File: src/rtl/pwm_pkg.sv
// ---------------------------------------------------------------------------
// pwm_pkg
//   Shared constants and types for the PWM output driver.
//   NUM_CH    : number of output channels (two 8-bit enable registers)
//   CNT_W     : width of the PWM period counter
//   DUTY_FULL : duty code that means "always high"
//   pwm_state_t / ST_IDLE / ST_RUN : FSM encoding (the top keeps its state
//   register as plain logic [0:0] and compares against the localparams).
//   stagger_offset(): phase offset added to the counter for channel ch when
//   the staggered-edge build (PWM_STAGGER_EN) is selected.
// ---------------------------------------------------------------------------
package pwm_pkg;

  localparam int NUM_CH = 16;
  localparam int CNT_W  = 8;
  localparam logic [CNT_W-1:0] DUTY_FULL = 8'hFF;

  typedef enum logic {
    IDLE = 1'b0,
    RUN  = 1'b1
  } pwm_state_t;

  localparam logic [0:0] ST_IDLE = IDLE;
  localparam logic [0:0] ST_RUN  = RUN;

  // Each channel is shifted by 16 counts so the 16 channels cover the whole
  // 256-count period evenly; the sum wraps mod 256.
  function automatic logic [CNT_W-1:0] stagger_offset(input int unsigned ch);
    return CNT_W'(ch * 16);
  endfunction

endpackage

File: src/rtl/pwm_output_driver_prescaler.sv
// ---------------------------------------------------------------------------
// pwm_prescaler
//   Divides clk down to the PWM count rate. While run is high the internal
//   counter walks 0..CLK_DIV-1 and tick is high on the cycle it sits at
//   CLK_DIV-1, after which it wraps to 0. While run is low the counter is
//   held at 0 so the first tick after run rises comes CLK_DIV cycles later.
//   With CLK_DIV=1 tick simply follows run.
// Ports
//   clk   in  1  system clock
//   rst_n in  1  asynchronous, active-low reset
//   run   in  1  count enable; low clears the divider
//   tick  out 1  one-cycle count strobe
// ---------------------------------------------------------------------------
module pwm_prescaler #(
  parameter int CLK_DIV = 13
) (
  input  logic clk,
  input  logic rst_n,
  input  logic run,
  output logic tick
);

  localparam int PS_W = (CLK_DIV > 1) ? $clog2(CLK_DIV) : 1;
  localparam logic [PS_W-1:0] PS_LAST = PS_W'(CLK_DIV - 1);

  logic [PS_W-1:0] r_ps;
  logic            w_at_last;

  assign w_at_last = (r_ps == PS_LAST);
  assign tick      = run && w_at_last;

  always_ff @(posedge clk or negedge rst_n) begin
    if (!rst_n) begin
      r_ps <= '0;
    end else if (!run || w_at_last) begin
      r_ps <= '0;
    end else begin
      r_ps <= r_ps + PS_W'(1);
    end
  end

endmodule

File: src/rtl/pwm_output_driver.sv
// ---------------------------------------------------------------------------
// pwm_output_driver
//   Takes the five configuration registers from the SPI register file and
//   drives 16 registered output pins. Each pin is forced low (en_out=0),
//   forced high (en_out=1, en_pwm=0) or follows a shared 8-bit PWM waveform
//   (en_out=1, en_pwm=1). Duty changes are captured into a shadow register
//   only at period boundaries, so a running period is never cut short.
//
//   FSM: IDLE while no channel selects PWM (counters held at 0), RUN while
//   at least one does. Entering RUN restarts the counters, loads the duty
//   shadow and pulses period_start; leaving RUN clears the counters and
//   issues no pulse.
//
// Build option
//   PWM_STAGGER_EN : when defined, channel i compares (cnt + 16*i) mod 256
//                    against the duty so channel edges are spread over the
//                    period; when undefined every channel uses cnt directly.
//
// Ports
//   clk              in   1   system clock
//   rst_n            in   1   asynchronous, active-low reset
//   en_reg_out_7_0   in   8   output enable, channels 7..0
//   en_reg_out_15_8  in   8   output enable, channels 15..8
//   en_reg_pwm_7_0   in   8   PWM mode select, channels 7..0
//   en_reg_pwm_15_8  in   8   PWM mode select, channels 15..8
//   pwm_duty_cycle   in   8   requested duty, 0x00 = 0 %, 0xFF = 100 %
//   out              out  16  registered channel outputs
//   period_start     out  1   pulse during the first cycle of each period
//   o_dbg_state      out  1   current FSM state (0 = IDLE, 1 = RUN)
// ---------------------------------------------------------------------------
module pwm_output_driver
  import pwm_pkg::*;
#(
  parameter int CLK_DIV = 13
) (
  input  logic             clk,
  input  logic             rst_n,
  input  logic [7:0]       en_reg_out_7_0,
  input  logic [7:0]       en_reg_out_15_8,
  input  logic [7:0]       en_reg_pwm_7_0,
  input  logic [7:0]       en_reg_pwm_15_8,
  input  logic [7:0]       pwm_duty_cycle,
  output logic [15:0]      out,
  output logic             period_start,
  output logic [0:0]       o_dbg_state
);

  logic [0:0]        r_state;
  logic [CNT_W-1:0]  r_cnt;
  logic [CNT_W-1:0]  r_duty_q;
  logic              r_period_start;
  logic [NUM_CH-1:0] r_out;

  logic [NUM_CH-1:0] w_en_out;
  logic [NUM_CH-1:0] w_en_pwm;
  logic              w_pwm_any;
  logic              w_enter;
  logic              w_exit;
  logic              w_run;
  logic              w_tick;
  logic              w_boundary;
  logic              w_duty_full;
  logic [NUM_CH-1:0] w_pwm_sig;
  logic [NUM_CH-1:0] w_out_next;

  assign w_en_out  = {en_reg_out_15_8, en_reg_out_7_0};
  assign w_en_pwm  = {en_reg_pwm_15_8, en_reg_pwm_7_0};
  assign w_pwm_any = |w_en_pwm;

  assign w_enter = (r_state == ST_IDLE) &&  w_pwm_any;
  assign w_exit  = (r_state == ST_RUN)  && !w_pwm_any;
  // The divider is stopped on the exit cycle as well, so an exit that lands
  // on a boundary tick cannot also advance the counter or load the duty.
  assign w_run   = (r_state == ST_RUN)  &&  w_pwm_any;

  pwm_prescaler #(
    .CLK_DIV (CLK_DIV)
  ) u_prescaler (
    .clk   (clk),
    .rst_n (rst_n),
    .run   (w_run),
    .tick  (w_tick)
  );

  assign w_boundary = w_tick && (r_cnt == {CNT_W{1'b1}});

  // FSM, period counter and duty shadow.
  always_ff @(posedge clk or negedge rst_n) begin
    if (!rst_n) begin
      r_state        <= ST_IDLE;
      r_cnt          <= '0;
      r_duty_q       <= '0;
      r_period_start <= 1'b0;
    end else begin
      r_period_start <= 1'b0;
      if (w_enter) begin
        r_state        <= ST_RUN;
        r_cnt          <= '0;
        r_duty_q       <= pwm_duty_cycle;
        r_period_start <= 1'b1;
      end else if (w_exit) begin
        r_state <= ST_IDLE;
        r_cnt   <= '0;
      end else if (w_tick) begin
        r_cnt <= r_cnt + CNT_W'(1);
        if (w_boundary) begin
          // A duty written in the same cycle as the boundary is taken here
          // and governs the period that is just starting.
          r_duty_q       <= pwm_duty_cycle;
          r_period_start <= 1'b1;
        end
      end
    end
  end

  assign w_duty_full = (r_duty_q == DUTY_FULL);

  for (genvar g = 0; g < NUM_CH; g++) begin : g_ch
    logic [CNT_W-1:0] w_phase;
`ifdef PWM_STAGGER_EN
    assign w_phase = r_cnt + stagger_offset(g);
`else
    assign w_phase = r_cnt;
`endif
    // 0xFF must be a true 100 %: cnt < 0xFF would leave one low count.
    assign w_pwm_sig[g]  = w_duty_full || (w_phase < r_duty_q);
    assign w_out_next[g] = w_en_out[g] ? (w_en_pwm[g] ? w_pwm_sig[g] : 1'b1)
                                       : 1'b0;
  end

  always_ff @(posedge clk or negedge rst_n) begin
    if (!rst_n) begin
      r_out <= '0;
    end else begin
      r_out <= w_out_next;
    end
  end

  assign out          = r_out;
  assign period_start = r_period_start;
  assign o_dbg_state  = r_state;

endmodule

File: config.mk
export PLATFORM = sky130hd
export DESIGN_NAME = pwm_output_driver
export DESIGN_NICKNAME = d
export VERILOG_FILES = /design/src/rtl/pwm_pkg.sv /design/src/rtl/pwm_output_driver_prescaler.sv /design/src/rtl/pwm_output_driver.sv
export SDC_FILE = /design/constraint.sdc
export NUM_CORES = 1
export LEC_CHECK = 0
export CAP_MARGIN = 20
export CORE_ASPECT_RATIO = 0.9
export CORE_UTILIZATION = 50
export CTS_CLUSTER_DIAMETER = 50
export CTS_CLUSTER_SIZE = 24
export DETAILED_ROUTE_END_ITERATION = 10
export PLACE_DENSITY = 0.85
export RECOVER_POWER = 50
export SYNTH_ARGS = -nofsm -noshare
export SYNTH_HDL_FRONTEND = slang
export SYNTH_SLANG_ARGS = --single-unit
File: constraint.sdc
create_clock -name clk -period 4.84 [get_ports clk]
set_input_delay 0.484 -clock clk [delete_from_list [all_inputs] [get_ports clk]]
set_output_delay 0.484 -clock clk [all_outputs]
set_load 0.02 [all_outputs]
==> results of run 1 <==
## worst max-delay path: cells and delay by family
kind	cells	cell delay [ps]
AND/OR/NAND/NOR	4	810
buffers and inverters	1	440
multiplexers	1	330
adder cells (fa/ha/maj)	1	300
AO/OA/AOI/OAI	1	290
## where the power goes
group / internal [uW] / total [uW] / leakage, uW / switching (uW)
Clock: 99.0 / 198 / 0.0000383 / 99.3
Sequential: 389 / 454 / 0.000466 / 64.8
Combinational: 205 / 411 / 0.000626 / 206
## sequential cells by signal, summed over array words and instances, names as in the netlist
signal            count
period_start          1
o_dbg_state           1
out                  16
g_ch.w_phase          8
u_prescaler.r_ps      4
r_duty_q              8
## cells by family (layout without fill, tap and decap cells)
| kind of cell | Yosys count | in the layout |
|---|---|---|
| compound gates | 38 | 38 |
| xor+xnor | 5 | 5 |
| fa+ha+maj | 13 | 13 |
| buf+inv | 16 | 79 |
| flops | 38 | 38 |
| mux | 9 | 9 |
| simple gates | 41 | 41 |
## cells in the mapped netlist
cell type	count	share of area, %
mux2_2	9	5.3
buf_6	2	1.2
o21ai_1	1	0.26
xnor2_1	5	2.3
a2111oi_4	1	1.4
a211oi_1	4	1.6
nor2_1	9	1.8
o21a_1	2	0.79
o32ai_4	1	1.4
o41ai_1	1	0.46
nand3_1	6	1.6
a21o_1	2	0.79
o21ai_0	4	1.0
nand4_1	4	1.3
inv_1	13	2.6
a21oi_1	5	1.3
nor4_1	4	1.3
a21boi_0	6	2.4
clkbuf_1	1	0.20
nor2b_1	1	0.33
and4_1	1	0.46
dfrtp_1	38	50
nand2_1	7	1.4
a41o_1	1	0.52
and2_1	2	0.65
nand2b_1	1	0.33
a21boi_2	10	5.9
nor3_2	1	0.52
and3_1	2	0.65
nand2b_4	1	0.72
ha_1	13	8.5
nor3_1	1	0.26
nand4_4	1	1.1
## per-stage QoR
stage	total power, uW	setup WS (ps)	util [%]	instances
after global placement	844	2070	72.1	260
after CTS	1080	2290	74.3	267
after floorplan	734	2800	-	160
final	1060	2340	74.3	267
after global routing	1130	2180	74.3	267
after detailed placement	876	1990	72.1	260
## cell type report
| type | count | area share (%) |
|---|---|---|
| flip-flops and latches | 38 | 36.6 |
| multi-input cells | 106 | 34.1 |
| repair buffers | 59 | 22.5 |
| clock buffers | 7 | 2.93 |
| well taps | 44 | 2.12 |
| inverters | 13 | 1.88 |
## how the worst max path moves through the flow
stage | depth (start not counted) | from | slack, ps | endpoint
floorplan | 8 | en_reg_pwm_15_8[4] | 2800 | r_duty_q[0]$_DFFE_PN0P_
global placement | 8 | en_reg_pwm_7_0[3] | 2070 | r_duty_q[4]$_DFFE_PN0P_
detailed placement | 8 | en_reg_pwm_7_0[3] | 1990 | r_duty_q[2]$_DFFE_PN0P_
CTS | 8 | en_reg_pwm_7_0[3] | 2290 | r_duty_q[2]$_DFFE_PN0P_
global route | 8 | en_reg_pwm_7_0[3] | 2180 | r_duty_q[5]$_DFFE_PN0P_
finish | 8 | en_reg_pwm_7_0[3] | 2340 | r_duty_q[2]$_DFFE_PN0P_
## routing by layer
metal / track usage, % / wire (um)
met5: 0 / 0
met4: 7.90 / 51
met3: 10.3 / 375
met2: 38.4 / 2000
met1: 23.8 / 1520
==> out/metrics.csv, run 1 <==
stage,metric,value,unit
worst_setup_path,crit_path_max_incr_delay,440,ps
clock_network,ctsHoldBuffers,0,
route,num_vias,1456,
floorplanning,die_y,60.7,um
route,via_per_inst,5.45,
final_layout,area_growth,36.1,%
clock_network,clock_path_buffers,2,
yosys,synth_xor_area_share,2.29,%
placed_design,place.gp.congestion,0.847,
floorplanning,pin_count,60,
worst_setup_path,slowest_stage,clkdlybuf4s50_1,
min_path,hold_end,r_duty_q[7]$_DFFE_PN0P_,
yosys,yosysUniqueCellTypes,33,
yosys,syn_inst,160,
clock_network,cts_setup_buffers,0,
clock_network,numCtsBuffers,5,
route,ant_nets,0,
min_path,hold_path_class,reg2reg,
floorplanning,core,3500,um2
clock_network,path_clk_slew,70,ps
sta,final-setup-viol-count,0,
sta,relSlewSlack,-29.8,%
yosys,synth_simple_gate_area_share,12.4,%
sta,hold_slack,548,ps
worst_setup_path,crit_path_start_kind,input pin,
route,drc,0,
final_layout,multi_input_area,886,um2
grt,track_usage,22.2,%
outcome,status,finished with violations,
worst_setup_path,r2r_start,r_duty_q[6]$_DFFE_PN0P_,
route,first_pass_iters,4,
floorplanning,dieWidth,67.2,um
clock_network,tritoncts,yes,
yosys,synth_top_family_by_area,compound AO/OA/AOI/OAI gates,
sta,worst_slew_pin_slew,1950,ps
final_layout,fin_nets,278,
sta,finalHoldViolCount,0,
outcome,violations,"max-capacitance violations, max-slew violations",
yosys,ys_warn_count,0,
route,wl_per_cell,14.8,um
yosys,synthesis.area,1910,um2
yosys,syn-num-nets,215,
placed_design,place_area,2530,um2
power,p_leak,0.00113,uW
yosys,synth_seq_cells,38,
floorplanning,row_count,20,
worst_setup_path,reg2reg_depth,6,
sta,rsz0062_at_grt,false,
worst_setup_path,crit_chain,"clkdlybuf4s50_1, nor4_1, nand4_1, ha_1, nand4_4, nor3_2, o21a_1, mux2_2",
floorplanning,initial_core_util,54.6,%
worst_setup_path,r2r_slack,2660,ps
power,irDropWorstVdd,0.246,mV
sta,fmax,400,MHz
yosys,yosysSeqAreaShare,49.7,%
grt,grt_pass1_wl,6400,um
worst_setup_path,end_kind,flop,
placed_design,dp_hpwl,3150,um
yosys,synth_compound_area_share,17.9,%
yosys,syn_area_per_cell,11.9,um2
grt,grt_max_degree,39,
final_layout,final_common_cell,clkdlybuf4s50_1,
sta,drv_slew,39,
worst_setup_path,crit_arrival,2670,ps
final_layout,ff_latch_area,951,um2
worst_setup_path,crit_required,5010,ps
final_layout,num-fill-cells,232,
clock_network,insertion_delay,280,ps
clock_network,h-tree-depth,2,
worst_setup_path,cp_max_fo,8,
sta,finalCritPeriodShare,51.7,%
grt,grt-ovfl-total,0,
clock_network,clkSinkCount,38,
grt,grt_pass1_vias,1441,
worst_setup_path,critical_path.reg2reg.endpoint,out[15]$_DFF_PN0_,
final_layout,design_area,2600,um2
power,powerDensity,409,nW/um2
sta,finClkSkew,5.58,ps
min_path,hold_start,r_duty_q[7]$_DFFE_PN0P_,
sta,fin_crit,2500,ps
grt,antenna_found_initial,0,
sta,setup-tns-final,0,ps
clock_network,ctsResizeCount,0,
clock_network,cts_root_buf,clkbuf_8,
yosys,synth-adder-area-share,8.51,%
route,drt-initial-drc-count,35,
placed_design,port_buffers,59,
final_layout,final_cell_mix,"clkdlybuf4s50_1 (49), dfrtp_1 (38), inv_1 (13), ha_1 (13), a21boi_2 (10)",
route,drt-total-wl,3950,um
final_layout,diodes,0,
yosys,synthMuxAreaShare,5.30,%
worst_setup_path,crit_type,in2reg,
run,cap_violations,1,
floorplanning,die_area,4080,um2
min_path,hold_depth,1,
final_layout,drive_gt1_share,13.0,%
(Power assumes the default switching activity.)
==> run 2, diff against run 1 <==
--- a/config.mk
+++ b/config.mk
@@ -7,11 +7,11 @@
 export LEC_CHECK = 0
 export CAP_MARGIN = 20
 export CORE_ASPECT_RATIO = 0.9
-export CORE_UTILIZATION = 50
+export CORE_UTILIZATION = 42
 export CTS_CLUSTER_DIAMETER = 50
 export CTS_CLUSTER_SIZE = 24
 export DETAILED_ROUTE_END_ITERATION = 10
-export PLACE_DENSITY = 0.85
+export PLACE_DENSITY = 0.76
 export RECOVER_POWER = 50
 export SYNTH_ARGS = -nofsm -noshare
 export SYNTH_HDL_FRONTEND = slang
==> constraint.sdc (replaced) <==
create_clock -name clk -period 2 [get_ports clk]
set_input_delay 0.2 -clock clk [delete_from_list [all_inputs] [get_ports clk]]
set_output_delay 0.2 -clock clk [all_outputs]
set_load 0.02 [all_outputs]
==> run 2 against run 1 <==
  * The run now ends clean
  * Clock power grew to 3.3 times the previous value
  * Clock-buffer cell count is 1 lower
  * First-iteration DRC count is 51% higher
  * Sequential share of layout area is 3.6 points lower
  * Hold slack worse by 510 ps
  * Critical path depth is 1 lower
  * Largest power group is now combinational logic
  * Wire length is 0.23% higher
  * Core utilization is 5.8 points lower
  * Total power grew to 2.7 times the previous value
  * Worst setup slack worse by 2200 ps
  * Cell count is 15% higher
  * Critical path type unchanged
  * Via count is 3.8% higher
  * Critical endpoint is now o_dbg_state$_DFFE_PN0P_
==> out/metrics.csv, run 2 (synthesized netlist as in run 1, its figures left out) <==
stage,metric,value,unit,change
clock_network,numCtsBuffers,5,,unchanged
placed_design,dpl_worst_slack,-408,ps,-2400 ps
floorplanning,row_count,22,,+10%
final_layout,drive_gt1_share,26.0,%,+13 points
worst_setup_path,cp_max_fo,8,,unchanged
worst_setup_path,crit_required,2170,ps,-2840 ps
floorplanning,die_y,66.0,um,+8.8%
sta,hold_slack,34.2,ps,-514 ps
final_layout,diodes,0,,unchanged
clock_network,clock_path_buffers,2,,unchanged
route,drt-total-wl,3960,um,+0.23%
sta,finalCritPeriodShare,94.8,%,
placed_design,place_area,2720,um2,+7.6%
min_path,hold_path_class,in2async,,
worst_setup_path,crit_type,in2reg,,
grt,track_usage,18.5,%,-3.6 points
placed_design,port_buffers,59,,unchanged
worst_setup_path,crit_path_start_kind,input pin,,
worst_setup_path,crit_chain,"clkdlybuf4s50_1, nor4_2, nand4_1, buf_4, ha_4, buf_4, mux2_2",,
sta,fin_crit,1900,ps,
route,num_vias,1511,,+3.8%
sta,final-setup-viol-count,0,,unchanged
sta,worst_slew_pin_slew,901,ps,-1050 ps
final_layout,final_cell_mix,"clkdlybuf4s50_1 (54), dfrtp_1 (38), buf_4 (23)",,
grt,grt_pass1_vias,1507,,+4.6%
worst_setup_path,crit_path_max_incr_delay,430,ps,about the same
sta,finalHoldViolCount,0,,unchanged
final_layout,area_growth,50.8,%,
final_layout,fin_nets,301,,+8.3%
final_layout,final_common_cell,clkdlybuf4s50_1,,
route,first_pass_iters,4,,unchanged
worst_setup_path,path_buf_inv,3,,+2
clock_network,path_clk_slew,70,ps,about the same
sta,relSlewSlack,40.0,%,+70 points
worst_setup_path,slowest_stage,clkdlybuf4s50_1,,
route,drc,0,,unchanged
floorplanning,core,4210,um2,+20%
placed_design,dp.cells,299,,+15%
sta,finClkSkew,5.44,ps,-0.133 ps
grt,grt_max_degree,39,,unchanged
placed_design,place.gp.congestion,0.756,,-11%
run,cap_violations,0,,-1
floorplanning,pin_count,60,,unchanged
sta,rsz0062_at_grt,true,,
sta,worst_slack,104,ps,-2230 ps
final_layout,fin_cells,306,,+15%
sta,drv_slew,0,,-100%
grt,grt-ovfl-total,0,,unchanged
grt,antenna_found_initial,0,,unchanged
clock_network,cts_root_buf,clkbuf_8,,
route,ant_nets,0,,unchanged
power,irDropWorstVdd,0.534,mV,+120%
route,drt-initial-drc-count,53,,+51%
floorplanning,die_area,4830,um2,+18%
clock_network,h-tree-depth,2,,unchanged
worst_setup_path,crit_arrival,2060,ps,-610 ps
clock_network,tritoncts,yes,,
route,via_per_inst,4.94,,-9.4%
clock_network,insertion_delay,280,ps,about the same
floorplanning,dieWidth,73.1,um,+8.8%
sta,fmax,527,MHz,
power,powerDensity,1010,nW/um2,+150%
final_layout,design_area,2880,um2,+11%
placed_design,dp_hpwl,3100,um,-1.7%
floorplanning,initial_core_util,45.4,%,-9.2 points
final_layout,largest_register_ff_count,16,,unchanged
clock_network,clkSinkCount,38,,unchanged
worst_setup_path,path_common_cell,buf_4,,
clock_network,cts_setup_buffers,0,,unchanged
power,p_leak,0.00127,uW,+12%
worst_setup_path,end_kind,flop,,
grt,grt_pass1_wl,6670,um,+4.2%
outcome,status,"finished, final reports clean",,
route,wl_per_cell,12.9,um,-13%
worst_setup_path,critical_path.top_delay_family,buffers and inverters,,
-- run 2: cell types whose count changed in the layout (fill, tap and decap cells not counted), sizes merged --
cell	change
clkbuf	-1
buf	+23
clkdlybuf4s50	+5
bufinv	+1
dlygate4sd3	-5
-- run 2: power by group --
| group | switching (uW) | internal [uW] | total, uW |
|---|---|---|---|
| Sequential | 139 | 941 | 1080 |
| Clock | 259 | 399 | 658 |
| Combinational | 527 | 639 | 1170 |
| Total | 925 | 1980 | 2900 |
-- run 2: timing repair --
| item | in CTS | in global routing |
|---|---|---|
| pin swaps | 3 | 2 |
| hold buffers | 0 | 0 |
| resized for setup | 6 | 5 |
| gates cloned | 0 | 0 |
| endpoints found under the setup margin | 17 | 17 |
-- run 2: layout make-up --
class	instances	area (um2)
clock buffer	6	82.6
clock inverter	1	30.0
fill	310	1330
inverter	13	48.8
multi-input combinational	106	937
sequential	38	951
tap	60	75.1
timing repair buffer	82	758
-- run 2: path summary, 6_finish.rpt --
| kind | start | slack, ps | endpoint | cells after the start |
|---|---|---|---|---|
| worst max register to register | r_duty_q[6]$_DFFE_PN0P_ | 100 | out[3]$_DFF_PN0_ | 7 |
| max in group asynchronous | rst_n | 1400 | period_start$_DFF_PN0_ | 1 |
| min in group clk | en_reg_out_15_8[4] | 460 | out[12]$_DFF_PN0_ | 2 |
| worst min register to register | g_ch[0].w_phase[1]$_DFFE_PN0P_ | 540 | g_ch[0].w_phase[1]$_DFFE_PN0P_ | 2 |
| worst max-delay path | en_reg_pwm_15_8[0] | 100 | o_dbg_state$_DFFE_PN0P_ | 7 |
| worst min-delay path | rst_n | 30 | r_duty_q[0]$_DFFE_PN0P_ | 1 |
-- run 2: per-layer routing --
| metal | GRT usage [%] | wire (um) |
|---|---|---|
| met3 | 6.55 | 409 |
| met5 | 0 | 0 |
| met2 | 30.9 | 1760 |
| met1 | 22.8 | 1740 |
| met4 | 4.41 | 42 |
-- run 2: per-stage QoR --
| stage | TNS (ps) | total power, uW | util [%] |
|---|---|---|---|
| CTS | 0 | 2880 | 67.9 |
| detailed placement | -6410 | 2210 | 64.6 |
| floorplan | 0 | 1780 | - |
| finish | 0 | 2900 | 68.4 |
| global placement | -5820 | 2180 | 64.6 |
| global route | -12.3 | 3090 | 68.4 |
